[src/rtl/mips_mem_arbiter_if.sv]
// CPU instruction/data ports and unified memory port of the MIPS memory arbiter.
// master = CPU + memory side, slave = arbiter.
interface mips_mem_arbiter_if #(
  parameter int ADDR_WIDTH = 30,
  parameter int DATA_WIDTH = 32
);
  localparam int BW = DATA_WIDTH / 8;

  logic                  InstMem_Read;
  logic [ADDR_WIDTH-1:0] InstMem_Address;
  logic [DATA_WIDTH-1:0] InstMem_In;
  logic                  InstMem_Ready;

  logic                  DataMem_Read;
  logic [BW-1:0]         DataMem_Write;
  logic [ADDR_WIDTH-1:0] DataMem_Address;
  logic [DATA_WIDTH-1:0] DataMem_Out;
  logic [DATA_WIDTH-1:0] DataMem_In;
  logic                  DataMem_Ready;

  logic                  Mem_Read;
  logic [BW-1:0]         Mem_Write;
  logic [ADDR_WIDTH-1:0] Mem_Address;
  logic [DATA_WIDTH-1:0] Mem_Out;
  logic [DATA_WIDTH-1:0] Mem_In;
  logic                  Mem_Ready;

  modport master (
    output InstMem_Read, InstMem_Address,
    output DataMem_Read, DataMem_Write,
    output DataMem_Address, DataMem_Out,
    output Mem_In, Mem_Ready,
    input  InstMem_In, InstMem_Ready,
    input  DataMem_In, DataMem_Ready,
    input  Mem_Read, Mem_Write,
    input  Mem_Address, Mem_Out
  );

  modport slave (
    input  InstMem_Read, InstMem_Address,
    input  DataMem_Read, DataMem_Write,
    input  DataMem_Address, DataMem_Out,
    input  Mem_In, Mem_Ready,
    output InstMem_In, InstMem_Ready,
    output DataMem_In, DataMem_Ready,
    output Mem_Read, Mem_Write,
    output Mem_Address, Mem_Out
  );
endinterface

[src/rtl/mips_mem_arbiter.sv]
// Inst/data to unified memory arbiter, all outputs registered.
// MEM_ARB_ROUND_ROBIN_EN: alternate grants on collision (default: data wins).
module mips_mem_arbiter #(
  parameter int ADDR_WIDTH = 30,
  parameter int DATA_WIDTH = 32
) (
  input  logic             clock,
  input  logic             reset,
  mips_mem_arbiter_if.slave bus
);
  localparam int BW = DATA_WIDTH / 8;

  typedef enum logic [1:0] {
    IDLE,
    GRANT_I,
    GRANT_D,
    RELEASE
  } state_t;

  typedef enum logic {
    LG_INST,
    LG_DATA
  } grant_t;

  state_t                r_state;
  grant_t                r_last;
  logic                  r_mem_read;
  logic [BW-1:0]         r_mem_write;
  logic [ADDR_WIDTH-1:0] r_mem_addr;
  logic [DATA_WIDTH-1:0] r_mem_out;
  logic [DATA_WIDTH-1:0] r_inst_in;
  logic                  r_inst_rdy;
  logic [DATA_WIDTH-1:0] r_data_in;
  logic                  r_data_rdy;

  logic w_dwr;
  logic w_dreq;
  logic w_ireq;
  logic w_pick_d;

  // X/Z enables count as no write
  assign w_dwr  = ((|bus.DataMem_Write) === 1'b1);
  assign w_dreq = bus.DataMem_Read | w_dwr;
  assign w_ireq = bus.InstMem_Read;

`ifdef MEM_ARB_ROUND_ROBIN_EN
  assign w_pick_d = w_dreq & (~w_ireq | (r_last == LG_INST));
`else
  logic w_unused_last;
  assign w_unused_last = r_last;
  assign w_pick_d      = w_dreq;
`endif

  always_ff @(posedge clock) begin
    if (reset) begin
      r_state     <= IDLE;
      r_last      <= LG_INST;
      r_mem_read  <= 1'b0;
      r_mem_write <= '0;
      r_mem_addr  <= '0;
      r_mem_out   <= '0;
      r_inst_in   <= '0;
      r_inst_rdy  <= 1'b0;
      r_data_in   <= '0;
      r_data_rdy  <= 1'b0;
    end else begin
      r_inst_rdy <= 1'b0;
      r_data_rdy <= 1'b0;
      unique case (r_state)
        IDLE: begin
          if (w_pick_d) begin
            r_state     <= GRANT_D;
            r_mem_read  <= bus.DataMem_Read;
            r_mem_addr  <= bus.DataMem_Address;
            r_mem_out   <= bus.DataMem_Out;
            // a read with enables set is still a plain read
            r_mem_write <= (bus.DataMem_Read | ~w_dwr) ?
                           '0 : bus.DataMem_Write;
          end else if (w_ireq) begin
            r_state     <= GRANT_I;
            r_mem_read  <= 1'b1;
            r_mem_write <= '0;
            r_mem_addr  <= bus.InstMem_Address;
            r_mem_out   <= '0;
          end
        end
        GRANT_I: begin
          if (bus.Mem_Ready) begin
            r_mem_read  <= 1'b0;
            r_mem_write <= '0;
            r_inst_in   <= bus.Mem_In;
            r_inst_rdy  <= 1'b1;
            r_last      <= LG_INST;
            r_state     <= RELEASE;
          end
        end
        GRANT_D: begin
          if (bus.Mem_Ready) begin
            if (r_mem_read) begin
              r_data_in <= bus.Mem_In;
            end
            r_mem_read  <= 1'b0;
            r_mem_write <= '0;
            r_data_rdy  <= 1'b1;
            r_last      <= LG_DATA;
            r_state     <= RELEASE;
          end
        end
        RELEASE: begin
          r_state <= IDLE;
        end
        default: begin
          r_state <= IDLE;
        end
      endcase
    end
  end

  assign bus.Mem_Read      = r_mem_read;
  assign bus.Mem_Write     = r_mem_write;
  assign bus.Mem_Address   = r_mem_addr;
  assign bus.Mem_Out       = r_mem_out;
  assign bus.InstMem_In    = r_inst_in;
  assign bus.InstMem_Ready = r_inst_rdy;
  assign bus.DataMem_In    = r_data_in;
  assign bus.DataMem_Ready = r_data_rdy;

endmodule

[src/flat_wrapper.sv]
// flat-port wrapper written by rule: the top's interface ports become plain ports
module mips_mem_arbiter_flat 
#(
  parameter int ADDR_WIDTH = 30,
  parameter int DATA_WIDTH = 32
)
  (clock, reset, bus_InstMem_Read, bus_InstMem_Address, bus_DataMem_Read, bus_DataMem_Write, bus_DataMem_Address, bus_DataMem_Out, bus_Mem_In, bus_Mem_Ready, bus_InstMem_In, bus_InstMem_Ready, bus_DataMem_In, bus_DataMem_Ready, bus_Mem_Read, bus_Mem_Write, bus_Mem_Address, bus_Mem_Out);
  mips_mem_arbiter_if #(.ADDR_WIDTH(ADDR_WIDTH), .DATA_WIDTH(DATA_WIDTH)) bus_i ();
  input  logic clock;
  input  logic reset;
  input wire logic [$bits(bus_i.InstMem_Read)-1:0] bus_InstMem_Read;
  input wire logic [$bits(bus_i.InstMem_Address)-1:0] bus_InstMem_Address;
  input wire logic [$bits(bus_i.DataMem_Read)-1:0] bus_DataMem_Read;
  input wire logic [$bits(bus_i.DataMem_Write)-1:0] bus_DataMem_Write;
  input wire logic [$bits(bus_i.DataMem_Address)-1:0] bus_DataMem_Address;
  input wire logic [$bits(bus_i.DataMem_Out)-1:0] bus_DataMem_Out;
  input wire logic [$bits(bus_i.Mem_In)-1:0] bus_Mem_In;
  input wire logic [$bits(bus_i.Mem_Ready)-1:0] bus_Mem_Ready;
  output wire logic [$bits(bus_i.InstMem_In)-1:0] bus_InstMem_In;
  output wire logic [$bits(bus_i.InstMem_Ready)-1:0] bus_InstMem_Ready;
  output wire logic [$bits(bus_i.DataMem_In)-1:0] bus_DataMem_In;
  output wire logic [$bits(bus_i.DataMem_Ready)-1:0] bus_DataMem_Ready;
  output wire logic [$bits(bus_i.Mem_Read)-1:0] bus_Mem_Read;
  output wire logic [$bits(bus_i.Mem_Write)-1:0] bus_Mem_Write;
  output wire logic [$bits(bus_i.Mem_Address)-1:0] bus_Mem_Address;
  output wire logic [$bits(bus_i.Mem_Out)-1:0] bus_Mem_Out;
  assign bus_i.InstMem_Read = bus_InstMem_Read;
  assign bus_i.InstMem_Address = bus_InstMem_Address;
  assign bus_i.DataMem_Read = bus_DataMem_Read;
  assign bus_i.DataMem_Write = bus_DataMem_Write;
  assign bus_i.DataMem_Address = bus_DataMem_Address;
  assign bus_i.DataMem_Out = bus_DataMem_Out;
  assign bus_i.Mem_In = bus_Mem_In;
  assign bus_i.Mem_Ready = bus_Mem_Ready;
  assign bus_InstMem_In = bus_i.InstMem_In;
  assign bus_InstMem_Ready = bus_i.InstMem_Ready;
  assign bus_DataMem_In = bus_i.DataMem_In;
  assign bus_DataMem_Ready = bus_i.DataMem_Ready;
  assign bus_Mem_Read = bus_i.Mem_Read;
  assign bus_Mem_Write = bus_i.Mem_Write;
  assign bus_Mem_Address = bus_i.Mem_Address;
  assign bus_Mem_Out = bus_i.Mem_Out;
  mips_mem_arbiter #(.ADDR_WIDTH(ADDR_WIDTH), .DATA_WIDTH(DATA_WIDTH)) u_core (.clock(clock), .reset(reset), .bus(bus_i));
endmodule
[config.mk]
export PLATFORM = sky130hd
export DESIGN_NAME = mips_mem_arbiter_flat
export DESIGN_NICKNAME = d
export VERILOG_FILES = /design/src/rtl/mips_mem_arbiter_if.sv /design/src/rtl/mips_mem_arbiter.sv /design/src/flat_wrapper.sv
export SDC_FILE = /design/constraint.sdc
export NUM_CORES = 1
export LEC_CHECK = 0
export BUFFER_PORTS_ARGS = -buffer_cell sky130_fd_sc_hd__buf_4
export CORE_MARGIN = 10
export CORE_UTILIZATION = 48
export DETAILED_ROUTE_END_ITERATION = 16
export PLACE_DENSITY_LB_ADDON = 0.15
export SLEW_MARGIN = 20
export SYNTH_ARGS = -nofsm -noshare
export SYNTH_HDL_FRONTEND = slang
export SYNTH_SLANG_ARGS = --single-unit
[constraint.sdc]
create_clock -name clock -period 5.19 [get_ports clock]
set_input_delay 1.557 -clock clock [delete_from_list [all_inputs] [get_ports clock]]
set_output_delay 1.557 -clock clock [all_outputs]
set_load 0.005 [all_outputs]
# After elaboration in Yosys (flattened, before gate mapping)
# Cells that the tools add are included.
[word_totals]
register_bits = 135
latch_bits = 0
ramBits = 0
mem_bits_ro = 0
word_cells = 50
n_memories = 0
[op_classes]
n_addsub = 0
multipliers = 0
div = 0
order_cmp = 0
eq_ne = 6
n_shift = 0
muxes = 18
bitwise_logic = 5
n_reduce_logical = 12
[op_table]
columns = ["operator", "n"]
rows = [
  ["$mux 32", 2],
  ["$mux 30", 2],
  ["$mux 4", 4],
  ["$pmux 4 s2", 1],
  ["$mux 2", 3],
  ["$pmux 2 s3", 1],
  ["$reduce_and 2->1", 3],
  ["$reduce_and 3->1", 2],
  ["$reduce_or 2->1", 3],
  ["$eq 2x2->1 const B", 2],
  ["$mux 1", 4],
  ["$reduce_bool 2->1", 2],
  ["$reduce_or 4->1", 1],
  ["$ne 3x2->1 const B", 1],
  ["$not 1->1", 3],
  ["$eq 2x1->1 const B", 1],
  ["$logic_not 2->1", 1],
  ["$ne 2x1->1 const B", 1],
  ["$or 1x1->1", 2],
  ["$pmux 1 s2", 1],
  ["$eqx 1x1->1 const B", 1],
]

# Logic depth before layout (Yosys ltp)
[logic_depth]
ltp_word = 7
depth_mapped = 7
mapped_depth_nobuf = 6

# Worst setup path before layout
# Ideal clock, no wire load.
[synth_timing]
kind = "input-to-reg"
startpoint = "in bus_DataMem_Write[2]"
endpoint = "reg u_core.r_mem_out[10], in the netlist u_core.bus.Mem_Out[10]"
arrival_time_ns = 2.665
t_required_ns = 5.073
slack_ns = 2.409
stages = 5
path_cell_list = "or4_4 > nor2_2 > nor3b_2 > buf_6 > a22o_1"
[synth_between]
elab_chain_cells = 5
elab_cells_between_ends = 6
cone_classes = "1 x eq/ne; 1 x mux; 1 x bitwise; 3 x reduce/logical"
[synth_rtl]
columns = ["element", "line", "rtl"]
rows = [
  ["from (decl)", "flat_wrapper.sv:14", "input wire logic [$bits(bus_i.DataMem_Write)-1:0] bus_DataMem_Write;"],
  ["$reduce_or 4->1 *", "mips_mem_arbiter.sv:42", "assign w_dwr = ((|bus.DataMem_Write) === 1'b1);"],
  ["$eqx 1x1->1 *", "mips_mem_arbiter.sv:42", ""],
  ["$or 1x1->1 *", "mips_mem_arbiter.sv:43", "assign w_dreq = bus.DataMem_Read | w_dwr;"],
  ["$reduce_bool 2->1 (no line)", "n/a", ""],
  ["$reduce_and 2->1 (no line)", "n/a", ""],
  ["to (signal assigned)", "mips_mem_arbiter.sv:75", "r_mem_out <= bus.DataMem_Out;"],
  ["to (decl)", "mips_mem_arbiter.sv:30", "logic [DATA_WIDTH-1:0] r_mem_out;"],
]
# Every way passes the cells marked *; elsewhere a longest branch is shown, timed or not.
# A chain may end at the register's enable or synchronous reset.

# Worst setup path in the final report
[layout_timing]
startpoint = "in bus_DataMem_Write[2]"
endpoint = "reg u_core.r_mem_addr[27], in the netlist u_core.bus.Mem_Address[27]"
[layout_between]
elab_chain_cells = 5
elab_cells_between_ends = 6
cone_classes = "1 x eq/ne; 1 x mux; 1 x bitwise; 3 x reduce/logical"
[layout_rtl]
columns = ["element", "line", "rtl"]
rows = [
  ["$reduce_or 4->1 *", "mips_mem_arbiter.sv:42", ""],
  ["$eqx 1x1->1 *", "mips_mem_arbiter.sv:42", ""],
  ["$or 1x1->1 *", "mips_mem_arbiter.sv:43", ""],
  ["$reduce_bool 2->1 (no line)", "n/a", ""],
  ["$reduce_and 2->1 (no line)", "n/a", ""],
  ["to (signal assigned)", "mips_mem_arbiter.sv:74", "r_mem_addr <= bus.DataMem_Address;"],
  ["to (signal assigned)", "mips_mem_arbiter.sv:83", "r_mem_addr <= bus.InstMem_Address;"],
  ["to (decl)", "mips_mem_arbiter.sv:29", "logic [ADDR_WIDTH-1:0] r_mem_addr;"],
]
# Marked as above.

==> out/results.ini <==
[pwr]
ir_drop_v = 0.0002570
p_total_mw = 3.856
p_per_area_mw_per_mm2 = 499.8
power.leakage_nw = 3.398

[global_routing]
grt_max_degree = 56
track_usage_pct = 22.36
first_global_vias = 5137
antenna_found_initial = 0
grt_pass1_wl_mm = 26.51
grt_overflow_total = 0

[critical_path]
crit_slowest_cell = o21ai_4
end_kind = flip-flop
criticalPathCategory = in -> reg
required_ns = 5.62
r2r_slack_ns = 3.09
critical-path-max-stage-delay_ns = 0.62
critPathLaunchType = input port
cp_cell_sequence = buf_4 -> or4_4 -> o21ai_4 -> nor2_1 -> nor4_2
path_max_fanout = 30
critPathArrivalTime_ns = 3.24

[cells_and_area]
n_fill_cell = 767
synthToLayoutAreaGrowth_pct = 52.17
drive_gt1_share_pct = 41.00
final_cell_mix = buf_4 (272), dfxtp_1 (135), nand2_1 (132)
nets = 963
diodes = 0
seq_area_sq_mm = 0.002703
final_common_cell = buf_4
multi_input_area_sq_mm = 0.002166

[synth]
synth_area_leaders = dfxtp_1 (53%), nand2_1 (9.8%), nor4_2 (7.7%), nor2_1 (7.2%), a21oi_1 (6.7%)
synth_area_sq_mm = 0.005070
synth-main-ff-cell = dfxtp_1
syn_nets = 712
yosys.area.top_type = dfxtp_1
async_reset_ff_share_pct = 0
synth_edf_count = 0
yosysTopAreaCellShare_pct = 53.31
yosysSeqAreaShare_pct = 53.31
synth_warnings = 0
synthDistinctLibCells = 31
synthCells = 575
syn-mean-instance-area_sq_um = 8.817
synth-seq-cells = 135

[clock_tree]
cts_sinks = 135
cts_setup_buffers = 0
clkLatencyLatePin_ns = 0.52
cts_tree = done
hold_buffers = 0
cts_max_path_buffers = 2
h-tree-depth = 4
cts_root_buffer = clkbuf_8
clk_pin_slew_ns = 0.07
cts_inserted_buffers = 17
ctsResizeCount = 0

[run]
maxCapViolCount = 0

[floorplan]
die_h_um = 122.8
rows = 37
io_pins = 266
core_area_sq_mm = 0.01032
die_area_sq_mm = 0.01507
initial_core_util_pct = 49.11
die_x_um = 122.8

[routing]
wl_per_cell_um = 18.22
num_vias = 5019
drt_iter0_markers = 304
drc_errors = 0
wirelength_mm = 17.77
first_pass_iters = 5
drt.antenna.violating_nets = 0
viasPerCell = 5.148

[sta]
slew_viol_final = 0
hold_viol_final = 0
setup_violations = 0
fin_crit_sh_pct = 54.24
fin_worst_skew_ns = 0.005737
tightest_slew_ns = 0.8762
period_needed_ns = 2.815
rsz0062_at_grt = no
relSlewSlack_pct = 41.59
tns_ns = 0
max_freq_mhz = 355.2

[outcome]
outcome = complete, no violations

[placed_design]
gp_congestion = 0.8265
portBuffers = 265
dp_hpwl_mm = 13.18

[min_path]
hp-class = reg -> reg

[cell families (layout without fill, tap and decap cells)]
| family | after synthesis | after routing | synth area share (%) |
|---|---|---|---|
| simple gates | 282 | 282 | 27.44 |
| flops | 135 | 135 | 53.31 |
| compound gates | 111 | 111 | 13.89 |
| buf+inv | 43 | 307 | 4.368 |
| fa+ha+maj | 4 | 4 | 0.9872 |
[sequential cells by signal (all words and copies together) (netlist names)]
register / flops
u_core.bus.DataMem_In: 32
u_core.bus.InstMem_Ready: 1
u_core.bus.DataMem_Ready: 1
u_core.bus.Mem_Read: 1
u_core.r_state: 2
u_core.bus.InstMem_In: 32
u_core.bus.Mem_Out: 32
u_core.bus.Mem_Address: 30
u_core.bus.Mem_Write: 4
[worst max-delay path, delay by kind of cell]
kind            cells  cell delay, ns
compound gates      1            0.62
buf+inv             1            0.12
simple gates        3            0.95
[routing by layer]
| layer | vias to the layer above | routed length, um | GRT usage (%) |
|---|---|---|---|
| met3 | 36 | 2000 | 9.963 |
| met4 | 0 | 472 | 10.16 |
| met5 | - | 0 | 0 |
| li1 | 2434 | - | - |
| met1 | 2334 | 6349 | 22.88 |
| met2 | 215 | 8942 | 38.59 |
[layout make-up]
| type | instances | area share [%] |
|---|---|---|
| Timing Repair Buffer | 273 | 26.61 |
| Clock buffer | 18 | 5.417 |
| Clock inverter | 14 | 2.562 |
| Multi-Input combinational cell | 397 | 28.07 |
| Tap cell | 136 | 2.206 |
| Inverter | 2 | 0.09731 |
| Sequential cell | 135 | 35.03 |
[worst paths after layout]
kind / from / to / cells after the start
min reg2reg: u_core.bus.InstMem_In[24]$_SDFFE_PP0P_ / u_core.bus.InstMem_In[24]$_SDFFE_PP0P_ / 2
max: bus_DataMem_Write[2] / u_core.bus.Mem_Address[27]$_SDFFE_PP0P_ / 5
max reg2reg: u_core.r_state[1]$_SDFFE_PP0P_ / u_core.bus.Mem_Out[26]$_SDFFE_PP0P_ / 7
min: u_core.bus.InstMem_In[24]$_SDFFE_PP0P_ / u_core.bus.InstMem_In[24]$_SDFFE_PP0P_ / 2
[power breakdown]
group,internal (mW),total [mW],switching [mW]
Clock,0.785,1.26,0.474
Sequential,1.26,1.39,0.131
Combinational,0.593,1.20,0.610
[through the flow]
| step | setup WS [ns] | area (sq um) | hold slack, ns | std cells | util, % |
|---|---|---|---|---|---|
| 2_1_floorplan | 2.409 | 5070 | 0.4527 | 575 | - |
| 3_5_place_dp | 1.832 | 7088 | 0.4467 | 942 | 68.66 |
| 5_1_grt | 2.229 | 7715 | 0.4720 | 975 | 74.73 |
| 6_report | 2.375 | 7715 | 0.4542 | 975 | 74.73 |
| 4_1_cts | 2.370 | 7704 | 0.4553 | 974 | 74.62 |
| 3_3_place_gp | 1.583 | 7078 | 0.4423 | 942 | 68.56 |
[cells in the mapped netlist (all sizes together) (4+ instances only)]
cell / number
dfxtp: 135
ha: 4
nor4: 31
buf: 17
nand2b: 5
nand3: 5
o21ai: 4
a21oi: 68
clkbuf: 24
a22o: 32
nand2: 133
nor2: 99
No activity file was read; power rests on OpenSTA's default activity.
